==> src/rtl/eq_coef_spi_if.sv <==
// SPI pin bundle between the host MCU (master) and the coefficient slave.
interface eq_coef_spi_if;
    logic sck;
    logic sdi;
    logic ce;
    logic sdo;

    modport master (output sck, output sdi, output ce, input sdo);
    modport slave  (input sck, input sdi, input ce, output sdo);
endinterface

==> src/rtl/eq_coef_spi.sv <==
// Oversampled SPI slave loading a double-buffered equalizer coefficient bank;
// a frame commits only when exactly NBANDS*COEF_W bits arrived.
//
// state     | meaning
// ST_IDLE   | ce low, sck/sdi ignored, sdo driven 0
// ST_ACTIVE | ce high, shifting sdi into shadow and readback out on sdo
module eq_coef_spi #(
    parameter int NBANDS = 4,
    parameter int COEF_W = 8,
    localparam int FRAME_BITS = NBANDS * COEF_W
) (
    input  logic                  clk,
    input  logic                  nreset,
    eq_coef_spi_if.slave          spi,
    output logic [FRAME_BITS-1:0] coefs,
    output logic                  update,
    output logic                  frame_err,
    output logic                  busy
);
    localparam int CNT_W = $clog2(FRAME_BITS + 2);
    localparam logic [CNT_W-1:0] CNT_FULL = CNT_W'(FRAME_BITS);
    localparam logic [CNT_W-1:0] CNT_SAT  = CNT_W'(FRAME_BITS + 1);

    typedef enum logic {ST_IDLE, ST_ACTIVE} state_t;

    state_t                state_q;
    logic [2:0]            sck_q;
    logic [2:0]            ce_q;
    logic [1:0]            sdi_q;
    logic [CNT_W-1:0]      cnt_q, cnt_d;
    logic [FRAME_BITS-1:0] shadow_q;
    logic [FRAME_BITS-1:0] rb_q;
    logic [FRAME_BITS-1:0] coefs_q;
    logic                  update_q;
    logic                  err_q;

    logic sck_rise, sck_fall, ce_rise, ce_fall;

    // bit [1] is the synchronized level, bit [2] its previous value
    assign sck_rise = sck_q[1] & ~sck_q[2];
    assign sck_fall = ~sck_q[1] & sck_q[2];
    assign ce_rise  = ce_q[1] & ~ce_q[2];
    assign ce_fall  = ~ce_q[1] & ce_q[2];

    // Saturating at FRAME_BITS+1 keeps long frames distinguishable from exact ones.
    assign cnt_d = (cnt_q == CNT_SAT) ? cnt_q : cnt_q + 1'b1;

    always_ff @(posedge clk or negedge nreset) begin
        if (!nreset) begin
            state_q  <= ST_IDLE;
            sck_q    <= '0;
            ce_q     <= '0;
            sdi_q    <= '0;
            cnt_q    <= '0;
            shadow_q <= '0;
            rb_q     <= '0;
            coefs_q  <= '0;
            update_q <= 1'b0;
            err_q    <= 1'b0;
        end else begin
            sck_q    <= {sck_q[1:0], spi.sck};
            ce_q     <= {ce_q[1:0], spi.ce};
            sdi_q    <= {sdi_q[0], spi.sdi};
            update_q <= 1'b0;
            // ce edges win over a coincident sck edge, which is dropped
            if (ce_rise) begin
                state_q <= ST_ACTIVE;
                cnt_q   <= '0;
                rb_q    <= coefs_q;
            end else if (ce_fall) begin
                state_q <= ST_IDLE;
                if (cnt_q == CNT_FULL) begin
                    coefs_q  <= shadow_q;
                    update_q <= 1'b1;
                    err_q    <= 1'b0;
                end else begin
                    err_q <= 1'b1;
                end
            end else if (state_q == ST_ACTIVE) begin
                if (sck_rise) begin
                    shadow_q <= {shadow_q[FRAME_BITS-2:0], sdi_q[1]};
                    cnt_q    <= cnt_d;
                end else if (sck_fall) begin
                    rb_q <= {rb_q[FRAME_BITS-2:0], 1'b0};
                end
            end
        end
    end

    assign spi.sdo   = (state_q == ST_ACTIVE) & rb_q[FRAME_BITS-1];
    assign coefs     = coefs_q;
    assign update    = update_q;
    assign frame_err = err_q;
    assign busy      = (state_q == ST_ACTIVE);
endmodule

==> src/flat_wrapper.sv <==
// flat-port wrapper written by rule: the top's interface ports become plain ports
module eq_coef_spi_flat 
#(
    parameter int NBANDS = 4,
    parameter int COEF_W = 8,
    localparam int FRAME_BITS = NBANDS * COEF_W
)
  (clk, nreset, coefs, update, frame_err, busy, spi_sck, spi_sdi, spi_ce, spi_sdo);
  eq_coef_spi_if spi_i ();
  input  logic clk;
  input  logic nreset;
  output logic [FRAME_BITS-1:0] coefs;
  output logic update;
  output logic frame_err;
  output logic busy;
  input wire logic [$bits(spi_i.sck)-1:0] spi_sck;
  input wire logic [$bits(spi_i.sdi)-1:0] spi_sdi;
  input wire logic [$bits(spi_i.ce)-1:0] spi_ce;
  output wire logic [$bits(spi_i.sdo)-1:0] spi_sdo;
  assign spi_i.sck = spi_sck;
  assign spi_i.sdi = spi_sdi;
  assign spi_i.ce = spi_ce;
  assign spi_sdo = spi_i.sdo;
  eq_coef_spi #(.NBANDS(NBANDS), .COEF_W(COEF_W)) u_core (.clk(clk), .nreset(nreset), .spi(spi_i), .coefs(coefs), .update(update), .frame_err(frame_err), .busy(busy));
endmodule
==> config.mk <==
export PLATFORM = sky130hd
export DESIGN_NAME = eq_coef_spi_flat
export DESIGN_NICKNAME = d
export VERILOG_FILES = /design/src/rtl/eq_coef_spi_if.sv /design/src/rtl/eq_coef_spi.sv /design/src/flat_wrapper.sv
export SDC_FILE = /design/constraint.sdc
export NUM_CORES = 1
export LEC_CHECK = 0
export CAP_MARGIN = 20
export CORE_UTILIZATION = 57
export CTS_CLUSTER_SIZE = 10
export DETAILED_ROUTE_END_ITERATION = 10
export PLACE_DENSITY = 0.86
export SETUP_SLACK_MARGIN = 0.4
export SKIP_LAST_GASP = 1
export SLEW_MARGIN = 10
export SYNTH_ARGS = -nofsm -noshare
export SYNTH_HDL_FRONTEND = slang
export SYNTH_SLANG_ARGS = --single-unit
==> constraint.sdc <==
create_clock -name clk -period 1.9 [get_ports clk]
set_input_delay 0.38 -clock clk [delete_from_list [all_inputs] [get_ports clk]]
set_output_delay 0.38 -clock clk [all_outputs]
set_load 0.01 [all_outputs]
=== Word level (Yosys, flattened, before mapping) ===
Cells that the tools add are included.

* Register bits: 113
* Bits of input ports: 5
* Output and inout bits: 36
* Logic and storage cells: 52

* Add/sub/neg operators: 1
* Equal/unequal tests: 5
* Muxes and demuxes: 16
* Bitwise logic cells: 11
* Reductions and logical operators: 9

{| class="wikitable"
|+ Operators by type and width
! cell !! number
|-
| $mux W32 || 5
|-
| $mux W6 || 5
|-
| $eq A6 B6 Y1 const B || 2
|-
| $reduce_and A4 Y1 || 3
|-
| $reduce_bool A2 Y1 || 4
|-
| $add A6 B1 Y6 const B || 1
|-
| $mux W1 || 6
|-
| $not A1 Y1 || 6
|-
| $and A1 B1 Y1 || 5
|-
| $ne A2 B1 Y1 const B || 2
|-
| $reduce_and A3 Y1 || 1
|-
| $ne A2 B2 Y1 const B || 1
|-
| $reduce_and A2 Y1 || 1
|}

=== Depth between registers and ports, before layout ===
Gate-level depths: netlist (run 1).

* Word-level depth: 7
* Gate-level depth with buffers: 8
* Mapped depth without buffers: 6

=== Least setup slack after synthesis (run 1) ===
Ideal clock, no wire load.

* Path type: register -> register
* Start point: reg u_core.cnt_q[4]
* End point: reg u_core.coefs_q[10] (netlist: u_core.coefs[10])
* Library setup time: 125 ps
* Data arrival time: 1526 ps
* Data required time: 1775 ps
* Slack: 249 ps
* Stages on the path, launching flop included: 6
* Path buffers: 1
* Clock period less this slack: 1651 ps
* Path through: dfrtp_1 nor4b_4 nand3_4 nor2_8 buf_12 mux2_4

* Word-level cells in the longest chain between the ends: 2

{| class="wikitable"
|+ Ends and longest elaborated chain
! element !! RTL line !! source
|-
| from (decl) || eq_coef_spi.sv:30 || <nowiki>logic [CNT_W-1:0] cnt_q, cnt_d;</nowiki>
|-
| from (signal assigned) || eq_coef_spi.sv:82 || <nowiki>cnt_q <= cnt_d;</nowiki>
|-
| $eq A6 B6 Y1 || eq_coef_spi.sv:72 || <nowiki>if (cnt_q == CNT_FULL) begin</nowiki>
|-
| $reduce_and A3 Y1 (no source line) || n/a ||
|-
| to (signal assigned) || eq_coef_spi.sv:73 || <nowiki>coefs_q <= shadow_q;</nowiki>
|-
| to (decl) || eq_coef_spi.sv:33 || <nowiki>logic [FRAME_BITS-1:0] coefs_q;</nowiki>
|}

No other way between the ends.
A chain may end at the register's enable or synchronous reset.

=== Final worst setup path (run 1) ===
* Start point: reg u_core.cnt_q[1]
* End point: reg u_core.coefs_q[31] (netlist: u_core.coefs[31])

Same word-level chain as after synthesis.

==> flow_metrics.env, run 1 <==
export IMPL_start_util_pct=60.3
export IMPL_die_y_microns=93.4
export IMPL_synth_cell_types=36
export IMPL_first_iter_violations=259
export IMPL_utilization_pct=90.8
export IMPL_grt_pass1_vias=3953
export IMPL_status="finished, violations left"
export IMPL_worstPathArrival_ns=2.39
export IMPL_drc=0
export IMPL_layout_drive_gt1_share_pct=62.6
export IMPL_cts_buffers=17
export IMPL_dr_wl_met3_mm=1.16
export IMPL_synthTopCellsByCount="dfrtp_1, mux2_2, nor2_1"
export IMPL_timing_hold_ws_ns=0.309
export IMPL_rows=32
export IMPL_min_path_type="in -> reg"
export IMPL_worstSkewPairLatency_ns=0.53
export IMPL_htree_levels=4
export IMPL_ant_nets=0
export IMPL_crit_family="flip-flops"
export IMPL_slew_headroom_pct=62.8
export IMPL_wl_met1_mm=6.55
export IMPL_gp_congestion=0.873
export IMPL_cp_required_ns=2.30
export IMPL_drv_slew=0
export IMPL_hold_violations=0
export IMPL_clockBufferDepth=2
export IMPL_finalPower_mw=7.47
export IMPL_netlist_area_sq_mm=0.00476
export IMPL_place_ws_ns=0.0657
export IMPL_synth_area_top_cells="dfrtp_1, mux2_4, mux2_2"
export IMPL_async_flop_share_pct=100
export IMPL_dr_pass1_iters=5
export IMPL_vdd_ir_drop_max_mv=0.854
export IMPL_worstReg2RegEnd="u_core.coefs[31]$_DFFE_PN0P_"
export IMPL_fin_crit_sh_pct=105
export IMPL_cts_tree="yes"
export IMPL_worst_slew_pin_slew_ns=0.558
export IMPL_cpMaxStageDelayCell="dfrtp_1"
export IMPL_avgViaCountPerCell=6.38
export IMPL_grt_max_degree=40
export IMPL_routedWlPerCell_microns=30.0
export IMPL_rsz0062_at_grt="true"
export IMPL_max_freq_mhz=501
export IMPL_synthMostInstantiatedCell="dfrtp_1"
export IMPL_worst_setup_path_start_kind="flip-flop"
export IMPL_r2r_start="u_core.cnt_q[1]$_DFFE_PN0P_"
export IMPL_overflow=0
export IMPL_crit_fanout=10
export IMPL_antenna_found_initial=0
export IMPL_clock_skew_ns=0.0140
export IMPL_worst_path_buf_inv=2
export IMPL_path_depth=6
export IMPL_crit_type="reg -> reg"
export IMPL_period_needed_ns=1.99
export IMPL_crit_path_end_kind="flip-flop"
export IMPL_cp_slowest_stage_delay_ns=0.45
export IMPL_synth_nets=351
export IMPL_fillers=261
export IMPL_clkTransAtPathRegs_ns=0.06
export IMPL_violations="setup timing"
export IMPL_clkSinkCount=113
export IMPL_ys_ff_latch=113
export IMPL_crit_chain="inv_1, ha_1, nand3_4, nor2_8, buf_12, mux2_2"
export IMPL_grt_pass1_wl_mm=23.3
export IMPL_via_count=3752
export IMPL_crit_path_end="u_core.coefs[31]$_DFFE_PN0P_"
export IMPL_io_pins=41
export IMPL_placed_area_sq_mm=0.00536
export IMPL_dpl_hpwl_mm=6.00
export IMPL_r2r_setup_slack_ns=-0.09
export IMPL_synth_seq_area_share_pct=59.4
export IMPL_timing_final_ws_setup_ns=-0.0947
export IMPL_drv_cap=0
export IMPL_nets=483
export IMPL_core_sq_mm=0.00789
export IMPL_portBuffers=40
export IMPL_synth_edf_count=0
export IMPL_finalSetupViolCount=32
export IMPL_wl_met2_mm=8.83
export IMPL_syn_instance_count=341
export IMPL_p_per_area_mw_per_mm2=1040
export IMPL_yosysTopAreaCellShare_pct=59.4
export IMPL_synth_top_area_cell="dfrtp_1"
export IMPL_grtUsageTotal_pct=38.0
export IMPL_routed_wl_mm=17.6
export IMPL_die_area_sq_mm=0.00872
export IMPL_root_buffer="clkbuf_8"
export IMPL_dominantRegCellSynth="dfrtp_1"
export IMPL_crit_start="u_core.cnt_q[1]$_DFFE_PN0P_"
export IMPL_routed_top_layer="met4"
export IMPL_leakagePower_nw=3.38
export IMPL_die_x_microns=93.4
export IMPL_synth_avg_cell_area_sq_um=14.0
export IMPL_syn2layout_area_growth_pct=50.5
export IMPL_reg2reg_depth=6
export IMPL_yosys_warnings=0
export IMPL_num_antenna_cells=0
export IMPL_final_cell_area_sq_mm=0.00716
## through the flow
stage               cells  setup TNS, ns
floorplan             341              0
global placement      480              0
detailed placement    480              0
CTS                   579              0
global route          588          -1.54
finish                588          -1.70
## state kept, by name, indices dropped and copies added (netlist names)
register and count:
u_core.busy 1, u_core.ce_q 3, u_core.cnt_q 6, u_core.coefs 32, u_core.frame_err 1, u_core.rb_q 32, u_core.sck_q 3, u_core.sdi_q 2
u_core.shadow_q 32, u_core.update 1
## kinds of logic (layout without fill, tap and decap cells)
| group | after synthesis | count (layout) | synth area share [%] |
|---|---|---|---|
| buffers and inverters | 23 | 168 | 3.13 |
| DFF | 113 | 113 | 59.4 |
| AOI/OAI and AO/OA | 48 | 48 | 5.71 |
| and+or+nand+nor | 56 | 56 | 6.26 |
| muxes | 96 | 96 | 24.2 |
| adders and majority gates | 5 | 5 | 1.31 |
## how the worst min path moves through the flow
| stage | startpoint | endpoint | slack [ns] | cells past startpoint |
|---|---|---|---|---|
| after floorplan | nreset | u_core.busy$_DFFE_PN0P_ | 0.08 | 0 |
| after global placement | u_core.sdi_q[0]$_DFF_PN0_ | u_core.sdi_q[1]$_DFF_PN0_ | 0.34 | 0 |
| after detailed placement | u_core.sck_q[0]$_DFF_PN0_ | u_core.sck_q[1]$_DFF_PN0_ | 0.34 | 0 |
| after CTS | spi_ce | u_core.ce_q[0]$_DFF_PN0_ | 0.29 | 1 |
| after global routing | spi_ce | u_core.ce_q[0]$_DFF_PN0_ | 0.29 | 1 |
| final | spi_ce | u_core.ce_q[0]$_DFF_PN0_ | 0.31 | 1 |
## power by group
part           internal, mW  switching [mW]
clock                  2.01            1.27
combinational         0.596           0.648
sequential             2.65           0.291
## routing by layer
layer,vias up,GRT usage (%)
li1,1477,-
met1,1941,44.3
met2,242,62.8
met3,92,8.86
met4,0,25.0
met5,-,0
## placed cells by master, fill, tap and decap left out, types with 5 or more instances in the layout
| cell type | synthesis | routed |
|---|---|---|
| a21oi_2 | 1 | 31 |
| buf_12 | 3 | 14 |
| buf_16 | 0 | 9 |
| buf_2 | 11 | 35 |
| buf_4 | 0 | 47 |
| buf_6 | 0 | 18 |
| clkbuf_16 | 0 | 19 |
| clkinvlp_4 | 0 | 5 |
| dfrtp_1 | 113 | 109 |
| mux2_2 | 35 | 33 |
| mux2_4 | 29 | 31 |
| mux2i_1 | 32 | 30 |
| nor2_1 | 35 | 13 |
| nor2_4 | 0 | 19 |
## layout make-up
cell class / count / area (sq um) / share of cell area, %
Clock buffer: 17 / 414 / 5.78
Clock inverter: 15 / 183 / 2.55
Inverter: 6 / 26.3 / 0.367
Multi-Input combinational cell: 205 / 2200 / 30.8
Sequential cell: 113 / 2830 / 39.6
Tap cell: 102 / 128 / 1.78
Timing Repair Buffer: 130 / 1370 / 19.2
## timing repair
item,4_1_cts,5_1_grt
endpoints found under the setup margin,136,104
cloned,9,3
gates resized for setup,231,55
pin swaps,7,5
hold buffers,1,0
hold endpoints to repair,35,0
buffers inserted,57,6
No activity file was read; power rests on OpenSTA's default activity.
==> inputs of run 2 (changes only) <==
--- a/config.mk
+++ b/config.mk
@@ -6,10 +6,11 @@
 export NUM_CORES = 1
 export LEC_CHECK = 0
 export CAP_MARGIN = 20
-export CORE_UTILIZATION = 57
+export CORE_UTILIZATION = 60
+export CTS_BUF_LIST = sky130_fd_sc_hd__clkbuf_4 sky130_fd_sc_hd__clkbuf_8
 export CTS_CLUSTER_SIZE = 10
 export DETAILED_ROUTE_END_ITERATION = 10
-export PLACE_DENSITY = 0.86
+export PLACE_DENSITY = 0.89
 export SETUP_SLACK_MARGIN = 0.4
 export SKIP_LAST_GASP = 1
 export SLEW_MARGIN = 10
==> run 2 against run 1 <==
The flow still finishes with violations (setup timing); utilization is 3.8 points higher; die area shrank 4.9%; cell area is 1.5% higher; via count is 2.2% higher; first-iteration DRC count up 1.5%; sequential cell count unchanged; clock-buffer cell count up 1; clock power down 22%; worst setup slack better by 0.041 ns; final cell count rose by 1.2%; wire length rose by 3.7%.
==> flow_metrics.env, run 2 (synthesized netlist as in run 1, its figures left out) <==
export IMPL_finalPower_mw=6.84
export IMPL_root_buffer="clkbuf_8"
export IMPL_via_count=3834
export IMPL_gp_congestion=0.796
export IMPL_fillers=174
export IMPL_p_int_mw=4.64
export IMPL_fin_crit_sh_pct=103
export IMPL_clock_skew_ns=0.0210
export IMPL_drc=0
export IMPL_crit_chain="nor4b_4, nand3_4, nor2_8, buf_12, mux2_4"
export IMPL_cpMaxStageDelayCell="nor4b_4"
export IMPL_rows=32
export IMPL_drv_slew=0
export IMPL_clockBufferDepth=2
export IMPL_dr_pass1_iters=5
export IMPL_dpl_hpwl_mm=5.69
export IMPL_combPwrFrac_pct=19.3
export IMPL_worst_slew_pin_slew_ns=0.463
export IMPL_htree_levels=4
export IMPL_crit_family="simple AND/OR/NAND/NOR gates"
export IMPL_met3_usage_pct=11.1
export IMPL_start_util_pct=61.9
export IMPL_timing_final_ws_setup_ns=-0.0540
export IMPL_core_sq_mm=0.00769
export IMPL_violations="setup timing"
export IMPL_dpl_cell_count=478
export IMPL_switching_share_pct=32.2
export IMPL_cts_buffers=17
export IMPL_rsz0062_at_grt="true"
export IMPL_cp_required_ns=2.23
export IMPL_grtUsageTotal_pct=40.3
export IMPL_overflow=0
export IMPL_drv_cap=0
export IMPL_leakagePower_nw=3.36
export IMPL_crit_path_end_kind="flip-flop"
export IMPL_antenna_found_initial=0
export IMPL_r2r_start="u_core.cnt_q[4]$_DFFE_PN0P_"
export IMPL_die_x_microns=91.1
export IMPL_switchingPower_mw=2.20
export IMPL_placed_area_sq_mm=0.00532
export IMPL_nets=490
export IMPL_die_y_microns=91.1
export IMPL_syn2layout_area_growth_pct=52.7
export IMPL_fin_setup_tns_ns=-1.05
export IMPL_crit_start="u_core.cnt_q[4]$_DFFE_PN0P_"
export IMPL_mostFrequentLayoutCells="dfrtp_1, buf_4, mux2_2"
export IMPL_avgViaCountPerCell=6.44
export IMPL_grt_max_degree=45
export IMPL_status="finished, violations left"
export IMPL_clkTransAtPathRegs_ns=0.08
export IMPL_finalSetupViolCount=32
export IMPL_vdd_ir_drop_max_mv=0.787
export IMPL_grt_pass1_vias=3943
export IMPL_cts_tree="yes"
export IMPL_fin_cells=595
export IMPL_portBuffers=40
export IMPL_clkSinkCount=113
export IMPL_use_met2_pct=65.8
export IMPL_worst_path_buf_inv=1
export IMPL_max_freq_mhz=512
export IMPL_final_common_cell="dfrtp_1"
export IMPL_io_pins=41
export IMPL_worstHoldStart="u_core.ce_q[0]$_DFF_PN0_"
export IMPL_final_cell_area_sq_mm=0.00727
export IMPL_grt_busiest_layer="met2"
export IMPL_grt_pass1_wl_mm=23.6
export IMPL_period_needed_ns=1.95
export IMPL_first_iter_violations=263
export IMPL_worst_setup_path_start_kind="flip-flop"
export IMPL_clockPowerShare_pct=37.2
export IMPL_crit_type="reg -> reg"
export IMPL_ant_nets=0
export IMPL_met1_usage_pct=47.4
export IMPL_hold_violations=0
export IMPL_worstPathArrival_ns=2.28
export IMPL_p_per_area_mw_per_mm2=941
export IMPL_num_antenna_cells=0
export IMPL_min_path_type="reg -> reg"
export IMPL_worstSkewPairLatency_ns=0.46
export IMPL_routed_wl_mm=18.3
export IMPL_layout_drive_gt1_share_pct=61.5
export IMPL_cp_slowest_stage_delay_ns=0.46
export IMPL_die_area_sq_mm=0.00829
export IMPL_crit_fanout=10
export IMPL_routedWlPerCell_microns=30.7
export IMPL_slew_headroom_pct=68.3
export IMPL_seqPwrFrac_pct=43.5
-- run 2: cell types whose count changed in the layout (fill, tap and decap cells not counted), moves of 7 or more --
cell	change
mux2i_2	+7
buf_2	-35
clkbuf_2	+19
clkbuf_8	+17
clkdlybuf4s15_1	+15
mux2i_1	-8
clkbuf_16	-17
-- run 2: power groups by stage --
stage	logic (mW)	registers, mW	clock network [mW]
floorplan	0.422	2.81	0
global placement	0.548	2.84	0
detailed placement	0.589	2.86	0
CTS	0.934	2.86	2.43
global route	1.37	2.97	2.64
finish	1.32	2.97	2.55
-- run 2: per-layer routing --
layer / vias up / wire length (microns) / part of all wire (%)
met5: - / 0 / 0
met4: 0 / 1380 / 7.6
met3: 116 / 1420 / 7.8
met2: 281 / 9030 / 49
met1: 1952 / 6440 / 35
li1: 1485 / - / -
-- run 2: layout make-up --
cell class	instances	area, sq um	share of cell area [%]
tap	102	128	1.76
clock inverter	14	178	2.44
clock buffer	18	248	3.41
sequential	113	2830	39.0
multi-input combinational	205	2270	31.3
inverter	6	27.5	0.379
timing repair buffer	137	1580	21.7
-- run 2: worst reg2reg max path, delay by kind of cell, from the launching register on --
family	cells	cell delay (ns)
buffers and inverters	1	0.19
and+or+nand+nor	3	0.89
DFF	1	0.45
muxes	1	0.32
-- run 2: timing repair --
item | CTS | global route
endpoints found under the hold margin | 16 | 0
pin swaps | 7 | 11
setup buffers | 48 | 22
hold buffers | 1 | 0
endpoints found under the setup margin | 138 | 131
gates resized for setup | 154 | 106
cloned | 12 | 2
-- run 2: path summary, 6_finish.rpt --
path | cells past startpoint | endpoint | slack, ns
setup reg to reg | 5 | u_core.coefs[3]$_DFFE_PN0P_ | -0.05
max in group asynchronous | 3 | u_core.busy$_DFFE_PN0P_ | 0.91
setup / recovery | 5 | u_core.coefs[3]$_DFFE_PN0P_ | -0.05
min in group asynchronous | 2 | u_core.coefs[25]$_DFFE_PN0P_ | 0.38
hold reg to reg | 0 | u_core.ce_q[1]$_DFF_PN0_ | 0.35
hold / removal | 0 | u_core.ce_q[1]$_DFF_PN0_ | 0.35
-- run 2: through the flow --
stage	utilization (%)	setup WS [ns]	hold slack [ns]
3_3_place_gp	69.3	0.157	0.275
2_1_floorplan	-	0.249	0.0844
6_report	94.5	-0.0540	0.355
3_5_place_dp	69.3	0.0912	0.279
4_1_cts	88.9	0.0901	0.350
5_1_grt	94.5	-0.162	0.356
